## src/rtl/pipe_ctrl_pkg.sv

```systemverilog
// Shared definitions for the pipeline stall/flush controller and the MDU model:
// busy-timer state encoding and the default MDU latencies.
package pipe_ctrl_pkg;

  typedef enum logic {
    ST_IDLE = 1'b0,
    ST_BUSY = 1'b1
  } md_state_e;

  localparam int MULT_CYC_DEF = 5;
  localparam int DIV_CYC_DEF  = 10;
  localparam int CNT_W_DEF    = 4;

endpackage : pipe_ctrl_pkg

```

## src/rtl/mdu_busy_timer.sv

```systemverilog
// MDU occupancy timer: a start strobe loads the mult or div latency, and
// md_busy stays high until the count runs out. It is never aborted early.
module mdu_busy_timer
  import pipe_ctrl_pkg::*;
#(
  parameter int MULT_CYC = MULT_CYC_DEF,
  parameter int DIV_CYC  = DIV_CYC_DEF,
  parameter int CNT_W    = CNT_W_DEF
) (
  input  logic clk,
  input  logic reset,
  input  logic md_go,
  input  logic e_md_div,
  output logic md_busy
);

  localparam logic [CNT_W-1:0] MULT_LOAD = CNT_W'(MULT_CYC);
  localparam logic [CNT_W-1:0] DIV_LOAD  = CNT_W'(DIV_CYC);
  localparam logic [CNT_W-1:0] CNT_ONE   = CNT_W'(1);

  md_state_e        state, state_nxt;
  logic [CNT_W-1:0] cnt, cnt_nxt;

  always_comb begin
    // NOTE: every signal gets a default before the case so no latch is inferred.
    state_nxt = state;
    cnt_nxt   = cnt;
    unique case (state)
      ST_IDLE: begin
        if (md_go) begin
          state_nxt = ST_BUSY;
          cnt_nxt   = e_md_div ? DIV_LOAD : MULT_LOAD;
        end
      end
      ST_BUSY: begin
        // Starts are ignored here, so an illegal start cannot reload the count.
        cnt_nxt = cnt - CNT_ONE;
        if (cnt == CNT_ONE) state_nxt = ST_IDLE;
      end
      default: begin
        state_nxt = ST_IDLE;
        cnt_nxt   = '0;
      end
    endcase
  end

  always_ff @(posedge clk or negedge reset) begin
    // NOTE: non-blocking assignments keep every register updating from pre-edge values.
    if (!reset) begin
      state <= ST_IDLE;
      cnt   <= '0;
    end else begin
      state <= state_nxt;
      cnt   <= cnt_nxt;
    end
  end

  assign md_busy = (state == ST_BUSY);

endmodule : mdu_busy_timer

```

## src/rtl/pipe_stall_ctrl.sv

```systemverilog
// Central stall/flush scheduler: combines the D-stage hazard, MDU occupancy and
// the CP0 exception request into PC/FD enables and the D/E bubble clear.
module pipe_stall_ctrl
  import pipe_ctrl_pkg::*;
#(
  parameter int MULT_CYC = MULT_CYC_DEF,
  parameter int DIV_CYC  = DIV_CYC_DEF,
  parameter int CNT_W    = CNT_W_DEF
) (
  input  logic clk,
  input  logic reset,
  input  logic d_hazard,
  input  logic d_is_md,
  input  logic e_md_start,
  input  logic e_md_div,
  input  logic exc_req,
  output logic pc_en,
  output logic d_en,
  output logic e_clr,
  output logic md_go,
  output logic md_busy,
  output logic stall
);

  // An exception flushes the pipe, so it overrides any stall and blocks new MDU starts.
  assign md_go = e_md_start & ~exc_req & ~md_busy;
  assign stall = ~exc_req & (d_hazard | (d_is_md & (md_busy | e_md_start)));

  assign pc_en = ~stall;
  assign d_en  = ~stall;
  assign e_clr = stall | exc_req;

  mdu_busy_timer #(
    .MULT_CYC (MULT_CYC),
    .DIV_CYC  (DIV_CYC),
    .CNT_W    (CNT_W)
  ) u_timer (
    .clk      (clk),
    .reset    (reset),
    .md_go    (md_go),
    .e_md_div (e_md_div),
    .md_busy  (md_busy)
  );

endmodule : pipe_stall_ctrl

```

## config.mk

```make
export PLATFORM = sky130hd
export DESIGN_NAME = pipe_stall_ctrl
export DESIGN_NICKNAME = d
export VERILOG_FILES = /design/src/rtl/pipe_ctrl_pkg.sv /design/src/rtl/mdu_busy_timer.sv /design/src/rtl/pipe_stall_ctrl.sv
export SDC_FILE = /design/constraint.sdc
export NUM_CORES = 1
export LEC_CHECK = 0
export CORE_AREA = 2 2 39 41
export CTS_CLUSTER_SIZE = 8
export DETAILED_ROUTE_END_ITERATION = 10
export DIE_AREA = 0 0 41 43
export PLACE_DENSITY = 0.51
export SLEW_MARGIN = 20
export SYNTH_ARGS = -nofsm -noshare
export SYNTH_HDL_FRONTEND = slang
export SYNTH_SLANG_ARGS = --single-unit
```

## constraint.sdc

```tcl
create_clock -name clk -period 1.8 [get_ports clk]
set_clock_uncertainty 0.1 [all_clocks]
set_input_delay 0.27 -clock clk [delete_from_list [all_inputs] [get_ports clk]]
set_output_delay 0.27 -clock clk [all_outputs]
set_load 0.03 [all_outputs]
```

== Word level (Yosys, flattened, before mapping) ==
Index checks and enable logic that the tools add are counted.
Operators by class
  $add $sub $neg: 1
  equal/unequal tests: 2
  multiplexer cells: 6
  bitwise gates (word level): 10
Operators with widths (number)
  2-to-1 mux 4 bit: 2
  case mux 4 bit (2 select lines): 1
  AND 1 bit: 4
  == test 4 x 1 -> 1 bit, second input constant: 1
  subtractor 4 x 1 -> 4 bit, second input constant: 1
  inverter 1 bit: 3
  OR 1 bit: 3
  2-to-1 mux 1 bit: 2
  != test 2 bit, second input constant: 1
  case mux 1 bit (2 select lines): 1
Storage, ports and cells
  flip-flop bits (word level): 5
  bits of input ports: 7
  output and inout port bits: 6
  logic and storage cells: 21

== Logic depth before layout (Yosys ltp) ==
Gate-level depths: netlist (run 1).
  word-level depth: 5
  depth in mapped cells: 5
  gate-level depth less buffers: 4

== Cells and area by module ==
Synthesis (run 1) repeated with hierarchy kept, for this count alone.
Second synthesis, totals
  cells, all modules: 38
  area total of the unflattened synthesis: 336.6 um^2
Modules (own cells, without submodules)
  mdu_busy_timer: instances 1, cells each 30, area each 289.0 um^2, sequential area each 125.1 um^2
  pipe_stall_ctrl: instances 1, cells each 8, area each 47.5 um^2, sequential area each 0.0 um^2

== Worst setup path after synthesis (run 1) ==
No wires, ideal clock.
  path type: reg2out
  start: register u_timer.state, in the netlist u_timer.md_busy
  end: output port pc_en
  data arrival time: 1.461 ns
  required time: 1.430 ns
  slack: -0.031 ns
  cell stages (with the launch flop): 6
  buffers on the path: 2
  cell sequence: dfrtp_1 buf_6 o21a_1 nor2_1 or2_1 buf_4
On the way
  cells in the longest elaborated chain, start to end: 5
Ends and longest elaborated chain
  from (decl): RTL line mdu_busy_timer.sv:21  | md_state_e state, state_nxt;
  from (signal assigned): RTL line mdu_busy_timer.sv:53  | state <= state_nxt;
  OR 1 bit: RTL line pipe_stall_ctrl.sv:27  | assign stall = ~exc_req & (d_hazard | (d_is_md & (md_busy | e_md_start)));
  AND 1 bit: RTL line pipe_stall_ctrl.sv:27
  OR 1 bit: RTL line pipe_stall_ctrl.sv:27
  AND 1 bit: RTL line pipe_stall_ctrl.sv:27
  inverter 1 bit
  to (decl): RTL line pipe_stall_ctrl.sv:17  | output logic pc_en,
Every way passes these cells.

== Worst setup path after layout (run 1) ==
  start: input port e_md_start
  end: output port e_clr
On the way
  cells in the longest elaborated chain, start to end: 5
Ends and longest elaborated chain
  from (decl): RTL line pipe_stall_ctrl.sv:14  | input logic e_md_start,
  OR 1 bit: RTL line pipe_stall_ctrl.sv:27
  AND 1 bit: RTL line pipe_stall_ctrl.sv:27
  OR 1 bit: RTL line pipe_stall_ctrl.sv:27
  AND 1 bit: RTL line pipe_stall_ctrl.sv:27
  OR 1 bit: RTL line pipe_stall_ctrl.sv:31  | assign e_clr = stall | exc_req;
  to (decl): RTL line pipe_stall_ctrl.sv:19  | output logic e_clr,
Every way passes these cells.

==> metrics.csv, run 1 <==
metric,value,unit
ir_drop,0.3748,mV
grt_usage,12.19,%
hold_viol_final,0,
crit_family,buffers and inverters,
fill_cells,144,
startpoint_type,primary input,
grt_pass1_vias,341,
ctsHtreeMaxLevel,1,
grt_max_degree,10,
viasPerCell,4.761,
syn_nets,43,
core_area,0.001384,mm^2
synth_compound_area_share,18.82,%
power_density,1361,mW/mm^2
postCtsSetupBuffers,0,
cts_sinks,5,
insertion_delay,0.25,ns
synth_cells,34,
cp_max_fo,2,
end_kind,output pin,
worstPathRequired,1.43,ns
ant_nets,0,
cts_tree,built,
die_area,0.001763,mm^2
drive_gt1_share,35.29,%
drc,0,
nNetsFinal,61,
post-place-ws,-0.3681,ns
die_height,43,um
grt_remaining_overflow,0,
synth_top_family_by_area,simple AND/OR/NAND/NOR gates,
numCtsBuffers,3,
drt-wirelength-per-cell,11.30,um
pin_count,13,
synth_top_area_share,34.84,%
ys_async_sr_fraction,100.0,%
slowest_delay,0.42,ns
synth_enable_flop_cells,0,
max_freq,0.5790,GHz
mappedNetlistArea,359.1,um^2
yosys.cell_count.top_type,dfrtp_1,
routed_wl,757,um
cts_buffer_depth,2,
regToRegEndpoint,u_timer.cnt[2],
synth-xor-area-share,2.439,%
synth_fa_ha_area_share,6.969,%
portBuffers,12,
tightest_slew,0.2719,ns
numPlacedInstances,63,
cp_slowest_cell,clkdlybuf4s50_1,
routabilityCongestion,0.6960,
finalCritPeriodShare,95.95,%
dpl.hpwl,626.6,um
min_period,1.727,ns
synth_area_leaders,"dfrtp_1 (35%), a211oi_2 (7.0%), ha_1 (7.0%)",
status,finished clean,
relSlewSlack,81.62,%
setup_viol,0,
final_cells,67,
timing.rr.start,u_timer.cnt[0],
arrival,1.36,ns
synth_simple_gate_area_share,23.00,%
cts-root-buf,clkbuf_4,
cp_cell_sequence,clkdlybuf4s50_1 > o21a_1 > or3_1 > buf_2,
crit_type,in -> out,
yosysUniqueCellTypes,23,
r2r_cells,4,
hold_buffers,0,
fp.dieW,41,um
hp-class,in -> async,
r2r_setup_slack,0.57,ns
synth_mux_area_share,5.575,%
slew_violations,0,
drt-initial-drc-count,0,
yosys-top-cells-count,"dfrtp_1 (5), nor2_1 (3)",
ys_ff_latch,5,
ys.flop_type,dfrtp_1,
multi_input_area,206.4,um^2
yosysTopAreaCell,dfrtp_1,
p_leak,0.2319,nW
clkTransAtPathRegs,0.04,ns
antenna_found_initial,0,
vias,319,
start_util,25.95,%
layout_setup_ws,0.07294,ns
rows,14,
diodes,0,
yosysWarnings,0,
drv_cap,0,
first_pass_iters,1,
crit_buf_inv,2,
synth_area_per_cell,10.56,um^2
grt_pass1_wl,1400,um
area_delta_synth_final,43.55,%
rsz0062_at_grt,false,
regArea,125.1,um^2
yosysSeqAreaShare,34.84,%
==> layout by cell type (no fill, tap or decap), types with 2 or more instances in the layout <==
master           count
ha_1                 2
clkdlybuf4s50_1      6
buf_4                7
clkbuf_4             3
dfrtp_1              5
nor2_1               3
a211oi_2             2
inv_1                2
mux2i_1              2
a21oi_1              2
==> area by class of cell <==
class                      instances  area share, %
multi-input combinational         24          40.05
tap                               16          3.883
clock buffer                       4          5.097
inverter                           3          2.184
timing repair buffer              15          24.51
sequential                         5          24.27
==> registers in the layout (all words and copies together), names as in the netlist <==
signal	count
u_timer.md_busy	1
u_timer.cnt	4
==> where the power goes <==
group | internal [mW] | switching [mW]
registers | 0.172 | 0.0566
clock network | 0.0841 | 0.0498
logic | 0.164 | 0.175
==> layer usage <==
layer / GRT usage (%) / wire length, um
met5: 0 / 0
met4: 10.00 / 26
met3: 2.618 / 51
met2: 18.44 / 384
met1: 13.64 / 294
==> per-stage QoR <==
step	utilization [%]	TNS [ns]	hold WS, ns	power [mW]	instance area, um^2
final	37.25	0	0.1546	0.7017	515.5
after global routing	37.25	0	0.1714	0.7705	515.5
after global placement	35.80	-0.3289	0.4164	0.5707	495.5
after CTS	37.70	-0.04870	0.1517	0.7132	521.8
after floorplan	-	0	-0.1256	0.4836	361.6
after detailed placement	35.80	-0.3681	0.4202	0.5762	495.5
==> logic make-up (layout without fill, tap and decap cells) <==
logic type | count (synthesis) | after routing
flip-flops | 5 | 5
XOR/XNOR | 1 | 1
AO/OA/AOI/OAI | 8 | 8
buffers and inverters | 5 | 22
multiplexers | 2 | 2
adder cells (fa/ha/maj) | 2 | 2
AND/OR/NAND/NOR | 11 | 11
==> how the worst max path moves through the flow <==
stage | slack, ns | endpoint | startpoint | cells after the start
2_1_floorplan | 0.11 | pc_en | u_timer.md_busy | 5
3_3_place_gp | -0.33 | e_clr | e_md_start | 4
3_5_place_dp | -0.37 | e_clr | e_md_start | 4
4_1_cts | -0.05 | e_clr | e_md_start | 4
5_1_grt | 0.03 | e_clr | e_md_start | 4
6_report | 0.07 | e_clr | e_md_start | 4
==> what timing repair did <==
item | CTS | global route
gates resized for setup | 4 | 2
setup endpoints to repair | 2 | 1
cloned | 0 | 0
Note: power is estimated with default switching activity, not from simulation.
==> run 2: changes to the inputs <==
--- a/config.mk
+++ b/config.mk
@@ -5,8 +5,10 @@
 export SDC_FILE = /design/constraint.sdc
 export NUM_CORES = 1
 export LEC_CHECK = 0
+export CAP_MARGIN = 20
 export CORE_AREA = 2 2 39 41
-export CTS_CLUSTER_SIZE = 8
+export CTS_BUF_LIST = sky130_fd_sc_hd__clkbuf_4 sky130_fd_sc_hd__clkbuf_8
+export CTS_CLUSTER_SIZE = 25
 export DETAILED_ROUTE_END_ITERATION = 10
 export DIE_AREA = 0 0 41 43
 export PLACE_DENSITY = 0.51
==> run 2 against run 1 <==
Compared with the run above: routed wire length is 2.6% lower; critical path depth stayed put; sequential share of layout area is 0.18 points lower; first-iteration DRC count is 1 higher; sequential power hardly changed; combinational power hardly changed; total power is 2.1% higher; die area stayed put; final area is 0.73% higher; global-route usage is 0.30 points lower; final cell count stayed put; clock-buffer cell count stayed put; critical endpoint unchanged; highest routed layer unchanged.
==> metrics.csv, run 2 (same netlist as run 1, synthesis figures left out) <==
metric,value,unit,change
antenna_found_initial,0,,unchanged
diodes,0,,unchanged
cts_sinks,5,,unchanged
critPathCapture,e_clr,,
rsz0062_at_grt,false,,
pin_count,13,,unchanged
grt_remaining_overflow,0,,unchanged
final_common_cell,buf_4,,
post_cts_resized,4,,unchanged
startpoint,e_md_start,,
relSlewSlack,80.32,%,-1.3 points
hold_viol_final,0,,unchanged
intPower,0.4350,mW,+3.6%
insertion_delay,0.25,ns,about the same
final_cell_mix,"buf_4 (7), clkdlybuf4s50_1 (6), dfrtp_1 (5), clkbuf_4 (4), nor2_1 (3)",,
area_delta_synth_final,44.60,%,
portBuffers,12,,unchanged
numPlacedInstances,63,,unchanged
pwr-share-clk,21.0,%,+1.9 points
viasPerCell,4.821,,+1.3%
worstPathRequired,1.43,ns,about the same
core_area,0.001384,mm^2,unchanged
cp_slowest_cell,clkdlybuf4s50_1,,
clkTransAtPathRegs,0.05,ns,about the same
grt_use_met3,2.618,%,unchanged
p_leak,0.2353,nW,+1.5%
postCtsSetupBuffers,0,,unchanged
switchingPower,0.2814,mW,-0.14%
cp_max_fo,2,,unchanged
grt_max_degree,10,,unchanged
routed_wl,737,um,-2.6%
hold_buffers,0,,unchanged
die_area,0.001763,mm^2,unchanged
ant_nets,0,,unchanged
final_cells,67,,unchanged
hp-class,in -> async,,
setup_viol,0,,unchanged
grt.busiest_layer,met2,,
routabilityCongestion,0.6960,,unchanged
grt_usage,11.88,%,-0.30 points
use_met1,13.64,%,unchanged
rows,14,,unchanged
drt-wirelength-per-cell,11.00,um,-2.6%
fp.dieW,41,um,unchanged
cts-root-buf,clkbuf_4,,
power_density,1380,mW/mm^2,+1.4%
drive_gt1_share,37.25,%,+2.0 points
drt-initial-drc-count,1,,+1
ir_drop,0.3747,mV,about the same
tightest_slew,0.2964,ns,+0.02456 ns
cp_cell_sequence,clkdlybuf4s50_1 > o21a_1 > or3_1 > buf_2,,
first_pass_iters,3,,+2
seqPwrFrac,31.8,%,-0.7 points
crit_type,in -> out,,
end_kind,output pin,,
nNetsFinal,61,,unchanged
numCtsBuffers,3,,unchanged
finalCritPeriodShare,95.95,%,about the same
whs,0.1472,ns,-0.007443 ns
post-place-ws,-0.3681,ns,unchanged
grt_pass1_wl,1373,um,-1.9%
layout_setup_ws,0.07294,ns,+0.0000007000 ns
arrival,1.36,ns,about the same
status,finished clean,,
use_met2,17.50,%,-0.94 points
die_height,43,um,unchanged
dpl.hpwl,626.6,um,unchanged
largest_register,u_timer.cnt,,
max_freq,0.5790,GHz,about the same
p_sw_share,39.28,%,-0.88 points
slowest_delay,0.42,ns,about the same
timing.rr.start,u_timer.cnt[0],,
r2r_setup_slack,0.57,ns,about the same
cts_tree,built,,
slew_violations,0,,unchanged
drc,0,,unchanged
regToRegEndpoint,u_timer.cnt[2],,
cts_buffer_depth,2,,unchanged
min_period,1.727,ns,-0.0000007000 ns
drv_cap,0,,unchanged
ctsHtreeMaxLevel,1,,unchanged
power_frac_comb,47.2,%,-1.2 points
largest_reg_flops,4,,unchanged
r2r_cells,4,,unchanged
start_util,25.95,%,unchanged
grt_pass1_vias,335,,-1.8%
vias,323,,+1.3%
startpoint_type,primary input,,
==> run 2: cell counts in the layout (fill, tap and decap cells not counted) <==
Identical to the previous run, type by type.
==> run 2: final cells by class <==
type	count	area [um^2]
clock buffers	4	30.03
fillers	144	864.6
inverters	3	11.26
multi-input cells	24	206.4
flip-flops and latches	5	125.1
well taps	16	20.02
repair buffers	15	126.4
==> run 2: layer usage <==
metal | routed length, um | part of all wire, % | up-vias
met5 | 0 | 0 | -
li1 | - | - | 156
met2 | 371 | 50 | 14
met1 | 287 | 39 | 150
met3 | 51 | 6.9 | 3
met4 | 26 | 3.5 | 0
==> run 2: worst min-delay path by stage <==
stage                                 to  slack, ns
after CTS                 u_timer.cnt[0]       0.15
after global routing      u_timer.cnt[0]       0.17
after detailed placement  u_timer.cnt[2]       0.42
after global placement    u_timer.cnt[2]       0.42
after floorplan           u_timer.cnt[0]      -0.13
final                     u_timer.cnt[0]       0.15
==> run 2: metrics by stage <==
step                setup TNS, ns  instance area [um^2]  power (mW)  utilization, %
floorplan                       0                 361.6      0.4836               -
global placement          -0.3289                 495.5      0.5707           35.80
detailed placement        -0.3681                 495.5      0.5762           35.80
CTS                      -0.04870                 525.5      0.7256           37.97
global route                    0                 519.2      0.7812           37.52
finish                          0                 519.2      0.7164           37.52
==> run 2: power by group through the flow <==
| stage | clock, mW | combinational, mW | sequential [mW] |
|---|---|---|---|
| after global placement | 0 | 0.341 | 0.229 |
| after CTS | 0.154 | 0.344 | 0.227 |
| final | 0.150 | 0.338 | 0.228 |
| after detailed placement | 0 | 0.346 | 0.230 |
| after floorplan | 0 | 0.248 | 0.236 |
| after global routing | 0.159 | 0.384 | 0.238 |
==> run 2: critical path, delay by kind of cell <==
| family | cells | cell delay, ns |
|---|---|---|
| buffers and inverters | 2 | 0.61 |
| AND/OR/NAND/NOR | 1 | 0.30 |
| AO/OA/AOI/OAI | 1 | 0.18 |
